===== config.mk =====
export PLATFORM = sky130hd
export DESIGN_NAME = ex_mem_register
export DESIGN_NICKNAME = d
export VERILOG_FILES = /design/src/rtl/cpu_pkg.sv /design/src/rtl/ccr_unit.sv /design/src/rtl/ex_mem_register.sv
export SDC_FILE = /design/constraint.sdc
export NUM_CORES = 1
export LEC_CHECK = 0
export BUFFER_PORTS_ARGS = -buffer_cell sky130_fd_sc_hd__buf_2
export CAP_MARGIN = 25
export CORE_MARGIN = 2
export CORE_UTILIZATION = 47
export DETAILED_ROUTE_END_ITERATION = 8
export PLACE_DENSITY = 0.95
export SETUP_SLACK_MARGIN = 0.2
export SLEW_MARGIN = 15
export SYNTH_ARGS = -nofsm -noshare
export SYNTH_HDL_FRONTEND = slang
export SYNTH_SLANG_ARGS = --single-unit

===== constraint.sdc =====
create_clock -name clk -period 2.7 [get_ports clk]
set_clock_uncertainty 0.15 [all_clocks]
set_input_delay 0.27 -clock clk [delete_from_list [all_inputs] [get_ports clk]]
set_output_delay 0.27 -clock clk [all_outputs]
set_load 0.02 [all_outputs]

===== src/rtl/cpu_pkg.sv =====
// Shared CPU definitions: flag bit positions, WB/MEM select encodings, datapath defaults
// and the MEM-stage control bundle.
package cpu_pkg;

  localparam int unsigned CPU_DATA_W = 8;
  localparam int unsigned CPU_REG_AW = 2;
  localparam int unsigned CPU_FLAG_W = 4;

  localparam int unsigned FLAG_Z = 0;
  localparam int unsigned FLAG_N = 1;
  localparam int unsigned FLAG_C = 2;
  localparam int unsigned FLAG_V = 3;

  localparam int unsigned WB_SEL_W  = 3;
  localparam int unsigned MEM_SRC_W = 2;

  typedef enum logic [WB_SEL_W-1:0] {
    WB_ALU   = 3'd0,
    WB_MEM   = 3'd1,
    WB_SP    = 3'd2,
    WB_IMM   = 3'd3,
    WB_PC    = 3'd4,
    WB_STORE = 3'd5
  } wb_sel_e;

  typedef enum logic [MEM_SRC_W-1:0] {
    MEM_SRC_ALU = 2'd0,
    MEM_SRC_SP  = 2'd1,
    MEM_SRC_SPM = 2'd2,
    MEM_SRC_IMM = 2'd3
  } mem_src_e;

  typedef struct packed {
    logic                 reg_write;
    logic                 mem_read;
    logic                 mem_write;
    logic                 stack_push;
    logic                 stack_pop;
    logic [WB_SEL_W-1:0]  wb_sel;
    logic [MEM_SRC_W-1:0] mem_src;
  } mem_ctrl_t;

endpackage


===== src/rtl/ccr_unit.sv =====
// Architectural condition-code register with commit priority logic.
// Optional interrupt shadow copy when FLAG_SHADOW_EN is defined.
module ccr_unit
  import cpu_pkg::*;
#(
  parameter int unsigned FLAG_W = CPU_FLAG_W
) (
  input  logic              clk,
  input  logic              rst_n,
  input  logic              stall,
  input  logic              commit,
  input  logic              restore_flags,
  input  logic [FLAG_W-1:0] restore_value,
  input  logic [FLAG_W-1:0] alu_flags,
  input  logic [FLAG_W-1:0] flags_we,
  input  logic              setc,
  input  logic              clrc,
  input  logic              int_save,
  input  logic              int_restore,
  output logic [FLAG_W-1:0] ccr
);

  logic [FLAG_W-1:0] ccr_q, ccr_d;
  logic [FLAG_W-1:0] upd;

`ifdef FLAG_SHADOW_EN
  logic [FLAG_W-1:0] shadow_q, shadow_d;
`else
  logic unused_shadow_c;
  assign unused_shadow_c = ^{stall, int_save, int_restore};
`endif

  // Commit update: RTI image, else masked ALU flags with CLRC beating SETC on C.
  always_comb begin
    ccr_d = ccr_q;
    upd   = (ccr_q & ~flags_we) | (alu_flags & flags_we);
    if (clrc) begin
      upd[FLAG_C] = 1'b0;
    end else if (setc) begin
      upd[FLAG_C] = 1'b1;
    end
    if (commit) begin
      ccr_d = restore_flags ? restore_value : upd;
    end
`ifdef FLAG_SHADOW_EN
    shadow_d = shadow_q;
    if (!stall) begin
      if (int_restore) begin
        ccr_d = shadow_q;
      end else if (int_save) begin
        shadow_d = ccr_q;
      end
    end
`endif
  end

  always_ff @(posedge clk or negedge rst_n) begin
    if (!rst_n) begin
      ccr_q <= '0;
    end else begin
      ccr_q <= ccr_d;
    end
  end

`ifdef FLAG_SHADOW_EN
  always_ff @(posedge clk or negedge rst_n) begin
    if (!rst_n) begin
      shadow_q <= '0;
    end else begin
      shadow_q <= shadow_d;
    end
  end
`endif

  assign ccr = ccr_q;

endmodule


===== src/rtl/ex_mem_register.sv =====
// EX/MEM pipeline register with stall/flush handling; owns the CCR via ccr_unit.
// Build option: FLAG_SHADOW_EN enables the interrupt flag shadow in ccr_unit.
module ex_mem_register
  import cpu_pkg::*;
#(
  parameter int unsigned DATA_W = CPU_DATA_W,
  parameter int unsigned REG_AW = CPU_REG_AW,
  parameter int unsigned FLAG_W = CPU_FLAG_W
) (
  input  logic                 clk,
  input  logic                 rst_n,
  input  logic                 stall,
  input  logic                 flush,
  input  logic                 ex_valid,
  input  logic                 ex_reg_write,
  input  logic                 ex_mem_read,
  input  logic                 ex_mem_write,
  input  logic                 ex_stack_push,
  input  logic                 ex_stack_pop,
  input  logic [WB_SEL_W-1:0]  ex_wb_sel,
  input  logic [MEM_SRC_W-1:0] ex_mem_src,
  input  logic [REG_AW-1:0]    ex_rd,
  input  logic [DATA_W-1:0]    ex_alu_result,
  input  logic [DATA_W-1:0]    ex_store_data,
  input  logic [DATA_W-1:0]    ex_sp_value,
  input  logic [FLAG_W-1:0]    ex_alu_flags,
  input  logic [FLAG_W-1:0]    ex_flags_we,
  input  logic                 ex_setc,
  input  logic                 ex_clrc,
  input  logic                 ex_restore_flags,
  input  logic [FLAG_W-1:0]    restore_value,
  input  logic                 int_save,
  input  logic                 int_restore,
  output logic                 mem_valid,
  output logic                 mem_reg_write,
  output logic                 mem_mem_read,
  output logic                 mem_mem_write,
  output logic                 mem_stack_push,
  output logic                 mem_stack_pop,
  output logic [WB_SEL_W-1:0]  mem_wb_sel,
  output logic [MEM_SRC_W-1:0] mem_mem_src,
  output logic [REG_AW-1:0]    mem_rd,
  output logic [DATA_W-1:0]    mem_alu_result,
  output logic [DATA_W-1:0]    mem_store_data,
  output logic [DATA_W-1:0]    mem_sp_value,
  output logic [FLAG_W-1:0]    ccr
);

  mem_ctrl_t          ex_ctrl_c;
  mem_ctrl_t          ctrl_q, ctrl_d;
  logic               valid_q, valid_d;
  logic [REG_AW-1:0]  rd_q, rd_d;
  logic [DATA_W-1:0]  alu_q, alu_d;
  logic [DATA_W-1:0]  store_q, store_d;
  logic [DATA_W-1:0]  sp_q, sp_d;
  logic               commit_c;

  assign commit_c  = ex_valid & ~stall & ~flush;
  assign ex_ctrl_c = '{reg_write:  ex_reg_write,
                       mem_read:   ex_mem_read,
                       mem_write:  ex_mem_write,
                       stack_push: ex_stack_push,
                       stack_pop:  ex_stack_pop,
                       wb_sel:     ex_wb_sel,
                       mem_src:    ex_mem_src};

  // Flush inserts a zeroed bubble, stall holds, otherwise capture (controls zeroed when invalid).
  always_comb begin
    valid_d = valid_q;
    ctrl_d  = ctrl_q;
    rd_d    = rd_q;
    alu_d   = alu_q;
    store_d = store_q;
    sp_d    = sp_q;
    if (flush) begin
      valid_d = 1'b0;
      ctrl_d  = '0;
      rd_d    = '0;
      alu_d   = '0;
      store_d = '0;
      sp_d    = '0;
    end else if (!stall) begin
      valid_d = ex_valid;
      ctrl_d  = ex_valid ? ex_ctrl_c : '0;
      rd_d    = ex_valid ? ex_rd : '0;
      alu_d   = ex_alu_result;
      store_d = ex_store_data;
      sp_d    = ex_sp_value;
    end
  end

  always_ff @(posedge clk or negedge rst_n) begin
    if (!rst_n) begin
      valid_q <= 1'b0;
      ctrl_q  <= '0;
      rd_q    <= '0;
      alu_q   <= '0;
      store_q <= '0;
      sp_q    <= '0;
    end else begin
      valid_q <= valid_d;
      ctrl_q  <= ctrl_d;
      rd_q    <= rd_d;
      alu_q   <= alu_d;
      store_q <= store_d;
      sp_q    <= sp_d;
    end
  end

  ccr_unit #(.FLAG_W(FLAG_W)) u_ccr (
    .clk           (clk),
    .rst_n         (rst_n),
    .stall         (stall),
    .commit        (commit_c),
    .restore_flags (ex_restore_flags),
    .restore_value (restore_value),
    .alu_flags     (ex_alu_flags),
    .flags_we      (ex_flags_we),
    .setc          (ex_setc),
    .clrc          (ex_clrc),
    .int_save      (int_save),
    .int_restore   (int_restore),
    .ccr           (ccr)
  );

  assign mem_valid      = valid_q;
  assign mem_reg_write  = ctrl_q.reg_write;
  assign mem_mem_read   = ctrl_q.mem_read;
  assign mem_mem_write  = ctrl_q.mem_write;
  assign mem_stack_push = ctrl_q.stack_push;
  assign mem_stack_pop  = ctrl_q.stack_pop;
  assign mem_wb_sel     = ctrl_q.wb_sel;
  assign mem_mem_src    = ctrl_q.mem_src;
  assign mem_rd         = rd_q;
  assign mem_alu_result = alu_q;
  assign mem_store_data = store_q;
  assign mem_sp_value   = sp_q;

endmodule


==> summary.md <==
| Metric | Value |
|---|---|
| Outcome | finished clean |
| Met2 GRT Util | 0.3610 |
| Worst Path Required | ~2.7 ns |
| Placement-stage cell area | between 0.002 and 0.0025 mm^2 |
| Vias | roughly 1500 |
| Mean Syn Cell Area | 11.18 um^2 |
| CP Max Fanout | 39 |
| Critical Path AT | roughly 1.6 ns |
| Die Y | roughly 65 um |
| Most frequent cell after synthesis | dfrtp_1 |
| Min Tclk post-route | around 1.5 ns |
| Share of post-route cells with drive strength above 1 | 0.4167 |
| Slew Limit Fails | 0 |
| H-tree Lvls | 2 |
| Slack of the critical path | roughly 1.2 ns |
| Clk sink count | 41 |
| Pin count of the biggest net entering global routing | 42 |
| Post-synth ARST share | 1.000 |
| Max-cap check violation count | 0 |
| Yosys warns | 0 |
| Fin area | between 0.002 and 0.0025 mm^2 |
| DP HPWL | approximately 3 mm |
| Element type at the critical path start | primary input |
| Global route overflow | 0 |
| Core area | ~0.0036 mm^2 |
| List of most frequent post-synthesis cells | dfrtp_1 (41), nor2_1 (32), mux2i_1 (24), a21oi_1 (11), nand2_1 (11) |
| Starting DRC count in detailed routing | 60 |
| Pleak | 1.296 nW |
| Top_reg_cell synth | dfrtp_1 |
| Final setup viols | 0 |
| Filler cell count | between 300 and 400 |
| Worst skew pair latency | 0.28 ns |
| Worst-path clk slew | about 0.07 ns |
| Area Overhead vs Synth | 33.07% |
| Power Dens Cells | ~560 mW/mm^2 |
| Post-synthesis sequential area ratio | 0.5807 |
| Residual DRC count | 0 |
| Critical path type | in -> reg |
| Fin nets | 310 |
| Detailed Routing Iterations Pass 1 | 4 |
| Synth top area share | 0.5807 |
| Root Buffer | clkbuf_8 |
| Tcrit/Tclk final | 0.5690 |
| PnR Total Power | roughly 1.3 mW |
| GRT met3 Usage | 0.03425 |
| Rows | 22 |
| Detailed Route WL | about 4.0 mm |
| Post-Layout Cell Count | 300 |
| Synth unique cells | 22 |
| Final Hold Fails | 0 |
| Die ar. | roughly 0.0043 mm^2 |
| Slew headroom | 0.4199 |
| TNS Setup | 0 ns |
| Worst R2R Path Depth | 3 |
| Drt via density | between 4 and 5 |
| PostCTS Resize Cnt | 0 |
| Mapped Area | 0.001767 mm^2 |
| Hold path depth | 2 |
| Cell count after synthesis | 158 |
| Hold Path Class | in -> reg |
| TritonCTS buffer count | 5 |
| Max Clk Rate | around 650 MHz |
| GRT busiest layer | met2 |
| # port buffers | 96 |
| Starting Density | 0.4862 |
| Vias in the first global route | between 1000 and 1500 |
| Hold Slack | 0.07046 ns |
| IR drop worst, VDD | between 0.0003 and 0.0004 V |
| Ant diodes | 0 |
| Actual slew at the worst max-slew pin | between 0.8 and 0.9 ns |
| First-pass GRT wire length | between 6 and 7 mm |
| Total Routing Usage GR | 0.1919 |
| DR WL/cell | between 10 and 15 um |
| Top post-synthesis cells by area | dfrtp_1 (58%), mux2i_1 (14%), nor2_1 (6.8%), nand3b_1 (4.2%), a21oi_1 (3.1%) |
| RSZ-0062 raised after global routing | false |
| Post-DRT Antenna Nets | 0 |
| Routing usage on met1 | 0.2080 |
| Final core utilization | 0.6470 |
| Synth Net Count | 216 |
| Synth Register Bits | 41 |
| Endpoint class of the critical path | flop |
| TritonCTS clock tree | done |
| DP Cell Count | about 290 |
| Pre-CTS setup slack | 0.8378 ns |
| Die Wd | 65.31 um |
| I/O pins | slightly below 100 |
| Initial antenna violation count | 0 |
| Biggest area consumer among synthesized cells | dfrtp_1 |
| Longest Clk Path Bufs | 2 |
| Post-synth EDFFs | 0 |
| Final RePlAce weighted congestion | approximately 0.7 |
per-layer routing:
layer | vias to the layer above | part of all wire | wire length [um]
li1 | 726 | - | -
met4 | 0 | 0.015 | 62
met5 | - | 0 | 0
met3 | 7 | 0.061 | 245
met2 | 63 | 0.51 | 2058
met1 | 670 | 0.41 | 1641
path summary, 6_finish.rpt:
path	startpoint	to	slack [ns]
setup / recovery	flush	flop	1.16
hold / removal	restore_value[1]	flop	0.07
setup reg to reg	u_ccr.ccr[2]	u_ccr.ccr[2]	1.51
hold reg to reg	mem_alu_result[6]	mem_alu_result[6]	0.37
max in group asynchronous	rst_n	mem_alu_result[0]	1.37
min in group asynchronous	rst_n	mem_mem_write	0.50
flip-flops by register name, indices dropped and copies added, names as in the netlist, named ones only:
register,cells
mem_store_data,8
mem_reg_write,1
mem_mem_read,1
mem_alu_result,8
mem_wb_sel,3
mem_valid,1
mem_sp_value,8
mem_mem_write,1
mem_stack_push,1
mem_stack_pop,1
mem_mem_src,2
mem_rd,2
u_ccr.ccr,1
cells in the final DEF (no fill, tap or decap), types with 6 or more instances in the layout:
| cell | count |
|---|---|
| buf_2 | 96 |
| dfrtp_1 | 41 |
| nor2_1 | 32 |
| mux2i_1 | 24 |
| nand2_1 | 11 |
| a21oi_1 | 11 |
| nand3b_1 | 10 |
| clkbuf_8 | 6 |
cell type report:
cell class / count / area, um^2 / area share
clock buffers: 7 / 86.33 / 0.03672
multi-input cells: 106 / 680.7 / 0.2895
flip-flops and latches: 41 / 1026 / 0.4364
well taps: 48 / 60.06 / 0.02555
repair buffers: 98 / 498.0 / 0.2118
logic make-up after synthesis:
| logic type | share of synthesized area |
|---|---|
| AOI/OAI and AO/OA | 0.08003 |
| buffers and inverters | 0.03400 |
| DFF | 0.5807 |
| muxes | 0.1424 |
| and+or+nand+nor | 0.1629 |
power by group:
group / switching [mW] / total (mW) / internal [mW]
Combinational: 0.143 / 0.246 / 0.103
Clock: 0.181 / 0.383 / 0.202
Sequential: 0.0260 / 0.680 / 0.654
Total: 0.349 / 1.31 / 0.960
critical path: stages:
cell and delay [ns]:
buf_2 0.53, nor3b_2 0.18, a32o_1 0.30, a221o_1 0.26
timing repair:
action,in CTS,in global routing
setup buffers,0,0
endpoints found under the hold margin,41,0
hold buffers,1,0
Power figures use the tool's default switching activity.
